===== config.mk =====
export PLATFORM = sky130hd
export DESIGN_NAME = wb4_slave_mem_flat
export DESIGN_NICKNAME = d
export VERILOG_FILES = /design/src/rtl/wb4_pkg.sv /design/src/rtl/wb4_slave_mem_if.sv /design/src/rtl/wb4_burst_addr.sv /design/src/rtl/wb4_slave_mem.sv /design/src/flat_wrapper.sv
export SDC_FILE = /design/constraint.sdc
export NUM_CORES = 1
export LEC_CHECK = 0
export CAP_MARGIN = 15
export CORE_MARGIN = 5
export CORE_UTILIZATION = 60
export DETAILED_ROUTE_END_ITERATION = 7
export PLACE_DENSITY = 0.8
export SYNTH_ARGS = -nofsm -noshare
export SYNTH_HDL_FRONTEND = slang
export SYNTH_SLANG_ARGS = --single-unit

===== constraint.sdc =====
create_clock -name clk -period 4.25 [get_ports clk]
set_input_delay 1.275 -clock clk [delete_from_list [all_inputs] [get_ports clk]]
set_output_delay 1.275 -clock clk [all_outputs]
set_load 0.005 [all_outputs]

===== src/rtl/wb4_pkg.sv =====
// Shared Wishbone B4 constants and the slave FSM state type, used by the
// slave memory and reusable by a matching master.
package wb4_pkg;

  localparam logic [2:0] CTI_CLASSIC = 3'b000;
  localparam logic [2:0] CTI_INCR    = 3'b010;
  localparam logic [2:0] CTI_EOB     = 3'b111;

  localparam logic [1:0] BTE_LINEAR  = 2'b00;
  localparam logic [1:0] BTE_WRAP4   = 2'b01;
  localparam logic [1:0] BTE_WRAP8   = 2'b10;
  localparam logic [1:0] BTE_WRAP16  = 2'b11;

  typedef enum logic [1:0] {
    ST_IDLE,
    ST_WAIT,
    ST_ACK,
    ST_BURST
  } wb4_state_e;

  // Byte-lane merge: lanes with sel=1 take the new data, the rest keep old.
  function automatic logic [31:0] wb4_merge(input logic [31:0] old_w,
                                            input logic [31:0] new_w,
                                            input logic [3:0]  sel);
    logic [31:0] r;
    for (int k = 0; k < 4; k++)
      r[8*k +: 8] = sel[k] ? new_w[8*k +: 8] : old_w[8*k +: 8];
    return r;
  endfunction

endpackage


===== src/rtl/wb4_slave_mem_if.sv =====
// Wishbone B4 bus bundle between the bench master and the slave memory.
// The err signal exists only when WB4_SLAVE_ERR_EN is defined.
interface wb4_slave_mem_if;
  logic [31:0] adr;
  logic [1:0]  bte;
  logic [2:0]  cti;
  logic        cyc;
  logic        stb;
  logic        we;
  logic [3:0]  sel;
  logic [31:0] dat_i;
  logic        ack;
  logic [31:0] dat_o;
  logic [15:0] wr_count;
  logic        protocol_err;
`ifdef WB4_SLAVE_ERR_EN
  logic        err;

  modport master (output adr, bte, cti, cyc, stb, we, sel, dat_i,
                  input  ack, dat_o, wr_count, protocol_err, err);
  modport slave  (input  adr, bte, cti, cyc, stb, we, sel, dat_i,
                  output ack, dat_o, wr_count, protocol_err, err);
`else
  modport master (output adr, bte, cti, cyc, stb, we, sel, dat_i,
                  input  ack, dat_o, wr_count, protocol_err);
  modport slave  (input  adr, bte, cti, cyc, stb, we, sel, dat_i,
                  output ack, dat_o, wr_count, protocol_err);
`endif
endinterface


===== src/rtl/wb4_burst_addr.sv =====
// Next expected word index of a Wishbone incrementing burst for a given bte.
// Linear wraps at the full index width; wrapN holds the upper bits.
module wb4_burst_addr
  import wb4_pkg::*;
#(
  parameter int AW = 4
) (
  input  logic [AW-1:0] i_idx,
  input  logic [1:0]    i_bte,
  output logic [AW-1:0] o_nxt
);

  logic [AW-1:0] w_mask;
  logic [AW-1:0] w_inc;

  always_comb begin
    w_inc = i_idx + AW'(1);
    unique case (i_bte)
      BTE_WRAP4:  w_mask = AW'(3);
      BTE_WRAP8:  w_mask = AW'(7);
      BTE_WRAP16: w_mask = AW'(15);
      default:    w_mask = '1;
    endcase
    o_nxt = (i_idx & ~w_mask) | (w_inc & w_mask);
  end

endmodule


===== src/rtl/wb4_slave_mem.sv =====
// Wishbone B4 slave memory: byte-enabled words, wait states, bursts with an
// address checker. Define WB4_SLAVE_ERR_EN to answer out-of-range beats with err.
module wb4_slave_mem
  import wb4_pkg::*;
#(
  parameter logic [31:0] BASE_ADR    = 32'h0000_1000,
  parameter int          AW          = 4,
  parameter int          WAIT_STATES = 0
) (
  input logic            clk,
  input logic            reset_n,
  wb4_slave_mem_if.slave bus
);

  localparam int DEPTH = 1 << AW;

  wb4_state_e    r_state;
  logic [3:0]    r_wcnt;
  logic          r_ack;
  logic [AW-1:0] r_exp;
  logic          r_perr;
  logic [15:0]   r_wr_count;
  logic [31:0]   r_mem [DEPTH];

  logic [AW-1:0] w_idx;
  logic [AW-1:0] w_nxt;
  logic          w_hit;
  logic          w_beat;
  logic          w_wr;
  logic          w_term;
  logic          w_unused;

  assign w_idx    = bus.adr[AW+1:2];
  assign w_hit    = (bus.adr[31:AW+2] == BASE_ADR[31:AW+2]);
  assign w_unused = &{1'b0, bus.adr[1:0]};

  // r_ack arms the response; the live strobe qualifies each beat so a
  // master pausing stb inside a burst sees no ack.
  assign w_beat = r_ack & bus.cyc & bus.stb;
  assign w_wr   = w_beat & w_hit & bus.we;

`ifdef WB4_SLAVE_ERR_EN
  assign bus.ack = w_beat & w_hit;
  assign bus.err = w_beat & ~w_hit;
  assign w_term  = w_beat & ~w_hit;
`else
  assign bus.ack = w_beat;
  assign w_term  = 1'b0;
`endif

  assign bus.dat_o        = (w_beat & w_hit & ~bus.we) ? r_mem[w_idx] : '0;
  assign bus.wr_count     = r_wr_count;
  assign bus.protocol_err = r_perr;

  wb4_burst_addr #(.AW(AW)) u_burst_addr (
    .i_idx (w_idx),
    .i_bte (bus.bte),
    .o_nxt (w_nxt)
  );

  always_ff @(posedge clk or negedge reset_n) begin
    if (!reset_n) begin
      r_state <= ST_IDLE;
      r_wcnt  <= '0;
      r_ack   <= 1'b0;
      r_exp   <= '0;
      r_perr  <= 1'b0;
    end else begin
      unique case (r_state)
        ST_IDLE: begin
          if (bus.cyc && bus.stb) begin
            if (WAIT_STATES > 0) begin
              r_state <= ST_WAIT;
              r_wcnt  <= 4'(WAIT_STATES - 1);
            end else begin
              r_state <= ST_ACK;
              r_ack   <= 1'b1;
            end
          end
        end
        ST_WAIT: begin
          if (!bus.cyc) begin
            r_state <= ST_IDLE;
          end else if (r_wcnt == 4'd0) begin
            r_state <= ST_ACK;
            r_ack   <= 1'b1;
          end else begin
            r_wcnt <= r_wcnt - 4'd1;
          end
        end
        ST_ACK: begin
          if (w_beat && !w_term && bus.cti == CTI_INCR) begin
            r_state <= ST_BURST;
            r_exp   <= w_nxt;
          end else begin
            // Classic and end-of-burst both drop ack, leaving one dead cycle.
            r_state <= ST_IDLE;
            r_ack   <= 1'b0;
          end
        end
        ST_BURST: begin
          if (!bus.cyc) begin
            r_state <= ST_IDLE;
            r_ack   <= 1'b0;
          end else if (bus.stb) begin
            if (w_idx != r_exp)
              r_perr <= 1'b1;
            if (w_term || bus.cti != CTI_INCR) begin
              r_state <= ST_IDLE;
              r_ack   <= 1'b0;
            end else begin
              r_exp <= w_nxt;
            end
          end
        end
        default: begin
          r_state <= ST_IDLE;
          r_ack   <= 1'b0;
        end
      endcase
    end
  end

  // Memory contents are part of the reset state, so an interrupted burst
  // leaves nothing behind.
  always_ff @(posedge clk or negedge reset_n) begin
    if (!reset_n) begin
      r_wr_count <= '0;
      for (int i = 0; i < DEPTH; i++)
        r_mem[i] <= '0;
    end else if (w_wr) begin
      if (r_wr_count != 16'hFFFF)
        r_wr_count <= r_wr_count + 16'd1;
      r_mem[w_idx] <= wb4_merge(r_mem[w_idx], bus.dat_i, bus.sel);
    end
  end

endmodule


===== src/flat_wrapper.sv =====
// flat-port wrapper written by rule: the top's interface ports become plain ports
module wb4_slave_mem_flat import wb4_pkg::*;
#(
  parameter logic [31:0] BASE_ADR    = 32'h0000_1000,
  parameter int          AW          = 4,
  parameter int          WAIT_STATES = 0
)
  (clk, reset_n, bus_adr, bus_bte, bus_cti, bus_cyc, bus_stb, bus_we, bus_sel, bus_dat_i, bus_ack, bus_dat_o, bus_wr_count, bus_protocol_err);
  wb4_slave_mem_if bus_i ();
  input logic clk;
  input logic reset_n;
  input wire logic [$bits(bus_i.adr)-1:0] bus_adr;
  input wire logic [$bits(bus_i.bte)-1:0] bus_bte;
  input wire logic [$bits(bus_i.cti)-1:0] bus_cti;
  input wire logic [$bits(bus_i.cyc)-1:0] bus_cyc;
  input wire logic [$bits(bus_i.stb)-1:0] bus_stb;
  input wire logic [$bits(bus_i.we)-1:0] bus_we;
  input wire logic [$bits(bus_i.sel)-1:0] bus_sel;
  input wire logic [$bits(bus_i.dat_i)-1:0] bus_dat_i;
  output wire logic [$bits(bus_i.ack)-1:0] bus_ack;
  output wire logic [$bits(bus_i.dat_o)-1:0] bus_dat_o;
  output wire logic [$bits(bus_i.wr_count)-1:0] bus_wr_count;
  output wire logic [$bits(bus_i.protocol_err)-1:0] bus_protocol_err;
  assign bus_i.adr = bus_adr;
  assign bus_i.bte = bus_bte;
  assign bus_i.cti = bus_cti;
  assign bus_i.cyc = bus_cyc;
  assign bus_i.stb = bus_stb;
  assign bus_i.we = bus_we;
  assign bus_i.sel = bus_sel;
  assign bus_i.dat_i = bus_dat_i;
  assign bus_ack = bus_i.ack;
  assign bus_dat_o = bus_i.dat_o;
  assign bus_wr_count = bus_i.wr_count;
  assign bus_protocol_err = bus_i.protocol_err;
  wb4_slave_mem #(.BASE_ADR(BASE_ADR), .AW(AW), .WAIT_STATES(WAIT_STATES)) u_core (.clk(clk), .reset_n(reset_n), .bus(bus_i));
endmodule

Word level (Yosys, flattened, before mapping)
Index checks and enable logic that the tools add are counted.

Flip-flop bits (word level): 540. Word-level logic and storage cells: 105. Input port bits: 78. Output and inout bits: 50.

Bitwise logic cells: 12. Reductions and logical operators: 12. Multiplexer cells: 33. $lt $le $gt $ge: 2. Eq/ne operators: 21. $add $sub $neg: 3.

Operator list (count): $bwmux W512 (1); $bmux W32 S4 (1); $demux W32 S4 (1); $mux W32 (4); $mux W8 (4); $eq A26 B7 Y1 const B (1); $add A16 B1 Y16 const B (1); $mux W4 (4); $ne A16 B16 Y1 const B (1); $pmux W4 S2 (2); $mux W2 (7); $ne A2 B2 Y1 const B (5); $ne A3 B2 Y1 const B (3); $and A4 B4 Y4 (2); $pmux W2 S4 (1); $reduce_and A4 Y1 (2); $mux W1 (7); $eq A2 B2 Y1 const B (3); $ne A2 B1 Y1 const B (3); $reduce_and A6 Y1 (1); $and A1 B1 Y1 (5); $ge A5 B5 Y1 const B (1); $lt A5 B1 Y1 const B (1); $not A4 Y5 (1); 17 further kinds (21).

Longest topological paths before layout
Depth after elaboration: 9. Mapped depth: 11. Depth with buffers taken out: 7.

Hierarchy
A second synthesis with hierarchy kept.

Cells, all modules: 1813. Area total of the unflattened synthesis: 26118.8 um^2.

Modules (own cells, without submodules): wb4_slave_mem (times used 1, area each 26056.2 um^2, sequential area each 13513.0 um^2, cells an instance 1805); wb4_burst_addr (times used 1, area each 62.6 um^2, sequential area each 0.0 um^2, cells an instance 8).

Worst setup path after synthesis
OpenSTA, ideal clock, no wires.

Kind: input-to-output. From: input port bus_cyc. To: output port bus_dat_o[12]. Path buffers: 5. Setup slack: 0.101 ns. Data arrival time: 2.874 ns. Stages: 9. Required time: 2.975 ns. Cell sequence: buf_4 and3_1 nand4_1 buf_4 buf_6 or3_1 clkbuf_1 buf_2 nor3_1.

Longest elaborated chain between the ends: 5.

RTL lines: start, declared (line flat_wrapper.sv:15) `input wire logic [$bits(bus_i.cyc)-1:0] bus_cyc;`; $and A1 B1 Y1 (2 in a row) (line wb4_slave_mem.sv:39) `assign w_beat = r_ack & bus.cyc & bus.stb;`; net bus_ack (line flat_wrapper.sv:20) `output wire logic [$bits(bus_i.ack)-1:0] bus_ack;`; $and A1 B1 Y1 (2 in a row) (line wb4_slave_mem.sv:51) `assign bus.dat_o = (w_beat & w_hit & ~bus.we) ? r_mem[w_idx] : '0;`; $mux W32 (line wb4_slave_mem.sv:51); end, declared (line flat_wrapper.sv:21) `output wire logic [$bits(bus_i.dat_o)-1:0] bus_dat_o;`.

The timed path passes the listed nets, and every way through them passes these cells.

Worst setup path after layout
From: input port bus_adr[6]. To: output port bus_dat_o[10].

Longest elaborated chain between the ends: 4.

RTL lines: start, declared (line flat_wrapper.sv:12) `input wire logic [$bits(bus_i.adr)-1:0] bus_adr;`; $eq A26 B7 Y1 (line wb4_slave_mem.sv:34) `assign w_hit = (bus.adr[31:AW+2] == BASE_ADR[31:AW+2]);`; $and A1 B1 Y1 (2 in a row) (line wb4_slave_mem.sv:51); $mux W32 (line wb4_slave_mem.sv:51).

No other way between the ends.

==> impl_metrics.py <==
metrics = {
    "route": {
        "routedWlPerCell_um": 25.3,
        "ant_nets": 0,
        "vias_per_cell": 6.52,
        "routed_wl_um": 75800,
        "route.detailed.drc": 0,
        "vias": 19500,
        "firstDrtPassIters": 7,
        "drt_iter0_markers": 2323,
    },
    "global_route": {
        "track_usage": 0.319,
        "antenna_found_initial": 0,
        "grt_pass1_wl_um": 117000,
        "grt_max_degree": 92,
        "grt_pass1_vias": 20400,
        "globalRouteOverflowTotal": 0,
    },
    "status": {
        "violations": "negative setup slack",
        "outcome": "complete, but fails checks",
    },
    "power": {
        "p_sw_w": 0.00273,
        "p_int_w": 0.00879,
        "power_w": 0.0115,
        "leakage_nw": 15.1,
        "p_seq_frac": 0.456,
        "vdd_drop_max_mv": 0.272,
        "comb_power_share": 0.087,
        "clkPwrFrac": 0.458,
        "p_sw_frac": 0.237,
        "powerDensity_nw_per_um2": 370,
    },
    "yosys": {
        "synthCells": 2172,
        "yosysMostFrequentCell": "dfrtp_1",
        "ys_seq_area_frac": 0.527,
        "yosysWarningCount": 0,
        "mappedNetlistArea_um2": 25700,
        "avgSynthCellArea_um2": 11.8,
        "synthTopCellsByArea": "dfrtp_1 (53%), mux2_2 (13%), a21oi_1 (5.8%)",
        "netlist_top_cells_count": "dfrtp_1 (540), nor2_1 (310), mux2_2 (304)",
        "synth_seq_cells": 540,
        "synth_cell_type_count": 54,
        "netlist.area_leader.share": 0.527,
        "syn-num-nets": 2257,
        "async_flop_share": 1.00,
        "synth-main-ff-cell": "dfrtp_1",
        "yosys.area.top_type": "dfrtp_1",
        "synth_edf_count": 0,
    },
    "sta": {
        "rsz0062_at_grt": "yes",
        "fin_tns_setup_ns": -0.0770,
        "setup_viol_count_final": 4,
        "fin_skew_ns": 0.0196,
        "report.final.slew_viol_count": 0,
        "slew_headroom": 0.435,
        "fin_crit_ns": 4.28,
        "finalCritPeriodShare": 1.01,
        "fin_ws_ns": -0.0303,
        "hold_viol": 0,
        "worst_slew_pin_slew_ns": 0.843,
        "max_freq_mhz": 234,
    },
    "clocking": {
        "clk_pin_slew_ns": 0.06,
        "cts-root-buf": "clkbuf_16",
        "tritoncts": "yes",
        "clockBufferDepth": 3,
        "clk_latency_ns": 0.62,
        "cts_num_sinks": 540,
        "h-tree-depth": 2,
        "cts-buffers-inserted": 55,
    },
    "floorplanning": {
        "fp.dieW_um": 217,
        "rows": 75,
        "core-area_um2": 42100,
        "die-area_um2": 47000,
        "ios": 128,
        "die_height_um": 217,
        "floorplan.initialDensity": 0.609,
    },
    "critical_path": {
        "critPathSlowestCell": "or3_4",
        "path_class": "input pin to primary output",
        "start_kind": "input pin",
        "crit_chain": "buf_6 -> nor4_4 -> nand4_1 -> or3_4 -> buf_16 -> buf_8 -> a211oi_2 -> buf_2",
        "cp_data_required_time_ns": 2.97,
        "path_buf_inv": 4,
        "critical-path-top-delay-family": "simple AND/OR/NAND/NOR gates",
        "endpoint_kind": "primary output",
        "cp.arrival_ns": 3.01,
        "worst-path-max-fanout": 6,
        "cp_slowest_stage_delay_ns": 0.51,
    },
    "layout": {
        "nets": 2501,
        "fill_cells": 2439,
        "diodes": 0,
        "drive_gt1_frac": 0.334,
        "layoutNonFillerInstCount": 2996,
        "syn_to_final_growth_pct": 21.4,
        "design_area_um2": 31100,
    },
    "run": {
        "drv_cap": 0,
    },
    "place": {
        "place_area_um2": 28300,
        "place_ws_ns": -0.663,
        "port_buffers": 125,
        "place_inst": 2845,
        "dpl.hpwl_um": 42000,
        "gp_congestion": 0.825,
    },
    "worst_hold_path": {
        "hold_class": "register to register",
    },
}
-- final timing paths --
path / start / endpoint / slack, ns / depth (start not counted)
worst max-delay path: bus_adr[6] / bus_dat_o[10] / -0.03 / 8
worst min-delay path: u_core.bus.protocol_err / u_core.bus.protocol_err / 0.50 / 1
worst max register to register: u_core.r_ack / u_core.r_mem[280] / 0.59 / 18
worst min register to register: u_core.bus.protocol_err / u_core.bus.protocol_err / 0.50 / 1
max in group asynchronous: reset_n / u_core.r_mem[242] / 2.42 / 2
min in group asynchronous: reset_n / u_core.r_mem[88] / 0.66 / 1
-- cells in the final DEF (no fill, tap or decap), types with 16 or more instances in the layout --
cell             netlist  final
buf_12                 0     36
a21oi_1              298    298
nor2_1               310    299
mux2_2               304    304
mux2i_1               79     79
nand2_1              142    140
buf_2                 46     31
o31ai_2               25     25
a22o_1                26     26
o22ai_1               26     25
xnor2_1               16     16
mux4_2                64     64
nor3_2                 1     17
clkbuf_16              0     57
dfrtp_1              540    540
clkdlybuf4s50_1        0     60
buf_4                 32    158
o21a_1                26     26
nor4_4                 8     19
-- flip-flops by register name, indices dropped and copies added (netlist names) --
| signal | count |
|---|---|
| u_core.bus.protocol_err | 1 |
| u_core.r_wcnt | 4 |
| u_core.bus.wr_count | 16 |
| u_core.r_state | 2 |
| u_core.r_exp | 4 |
| u_core.r_mem | 512 |
| u_core.r_ack | 1 |
-- layer usage --
metal,GRT usage,up-vias,part of all wire
li1,-,8258,-
met1,0.414,9861,0.38
met2,0.511,1128,0.48
met3,0.0656,292,0.090
met4,0.170,0,0.055
met5,0,-,0
-- kinds of logic (layout without fill, tap and decap cells) --
| logic type | count (synthesis) | count (layout) | share of synthesized area |
|---|---|---|---|
| buf+inv | 158 | 443 | 0.0397 |
| fa+ha+maj | 7 | 7 | 0.00341 |
| simple gates | 562 | 562 | 0.0983 |
| mux | 447 | 447 | 0.220 |
| compound gates | 437 | 437 | 0.105 |
| xor+xnor | 21 | 21 | 0.00717 |
| flops | 540 | 540 | 0.527 |
-- power groups by stage --
stage	Sequential (W)	Clock, W	Combinational [W]
after CTS	0.00525	0.00529	0.000963
after global routing	0.00525	0.00552	0.00107
after floorplan	0.00531	0	0.000482
final	0.00525	0.00527	0.000996
after detailed placement	0.00534	0	0.000949
after global placement	0.00533	0	0.000922
-- layout make-up --
cell class	instances	area [um2]	share of cell area
Sequential cell	540	13500	0.434
Multi-Input combinational cell	1474	11500	0.370
Timing Repair Buffer	337	3420	0.110
Clock buffer	76	1590	0.0509
Tap cell	539	674	0.0217
Clock inverter	22	388	0.0125
Inverter	8	30.0	0.000964
-- timing repair --
| action | in CTS | in global routing |
|---|---|---|
| gates resized for setup | 212 | 67 |
| pin swaps | 32 | 20 |
| hold buffers | 0 | 0 |
| buffers inserted | 45 | 0 |
| gates cloned | 11 | 1 |
| setup endpoints to repair | 32 | 536 |
-- through the flow --
step                      utilization  hold WS (ns)
after CTS                       0.736         0.486
after floorplan                     -         0.468
final                           0.739         0.499
after detailed placement        0.672         0.469
after global placement          0.672         0.462
after global routing            0.739         0.512
Note: power is estimated with default switching activity, not from simulation.
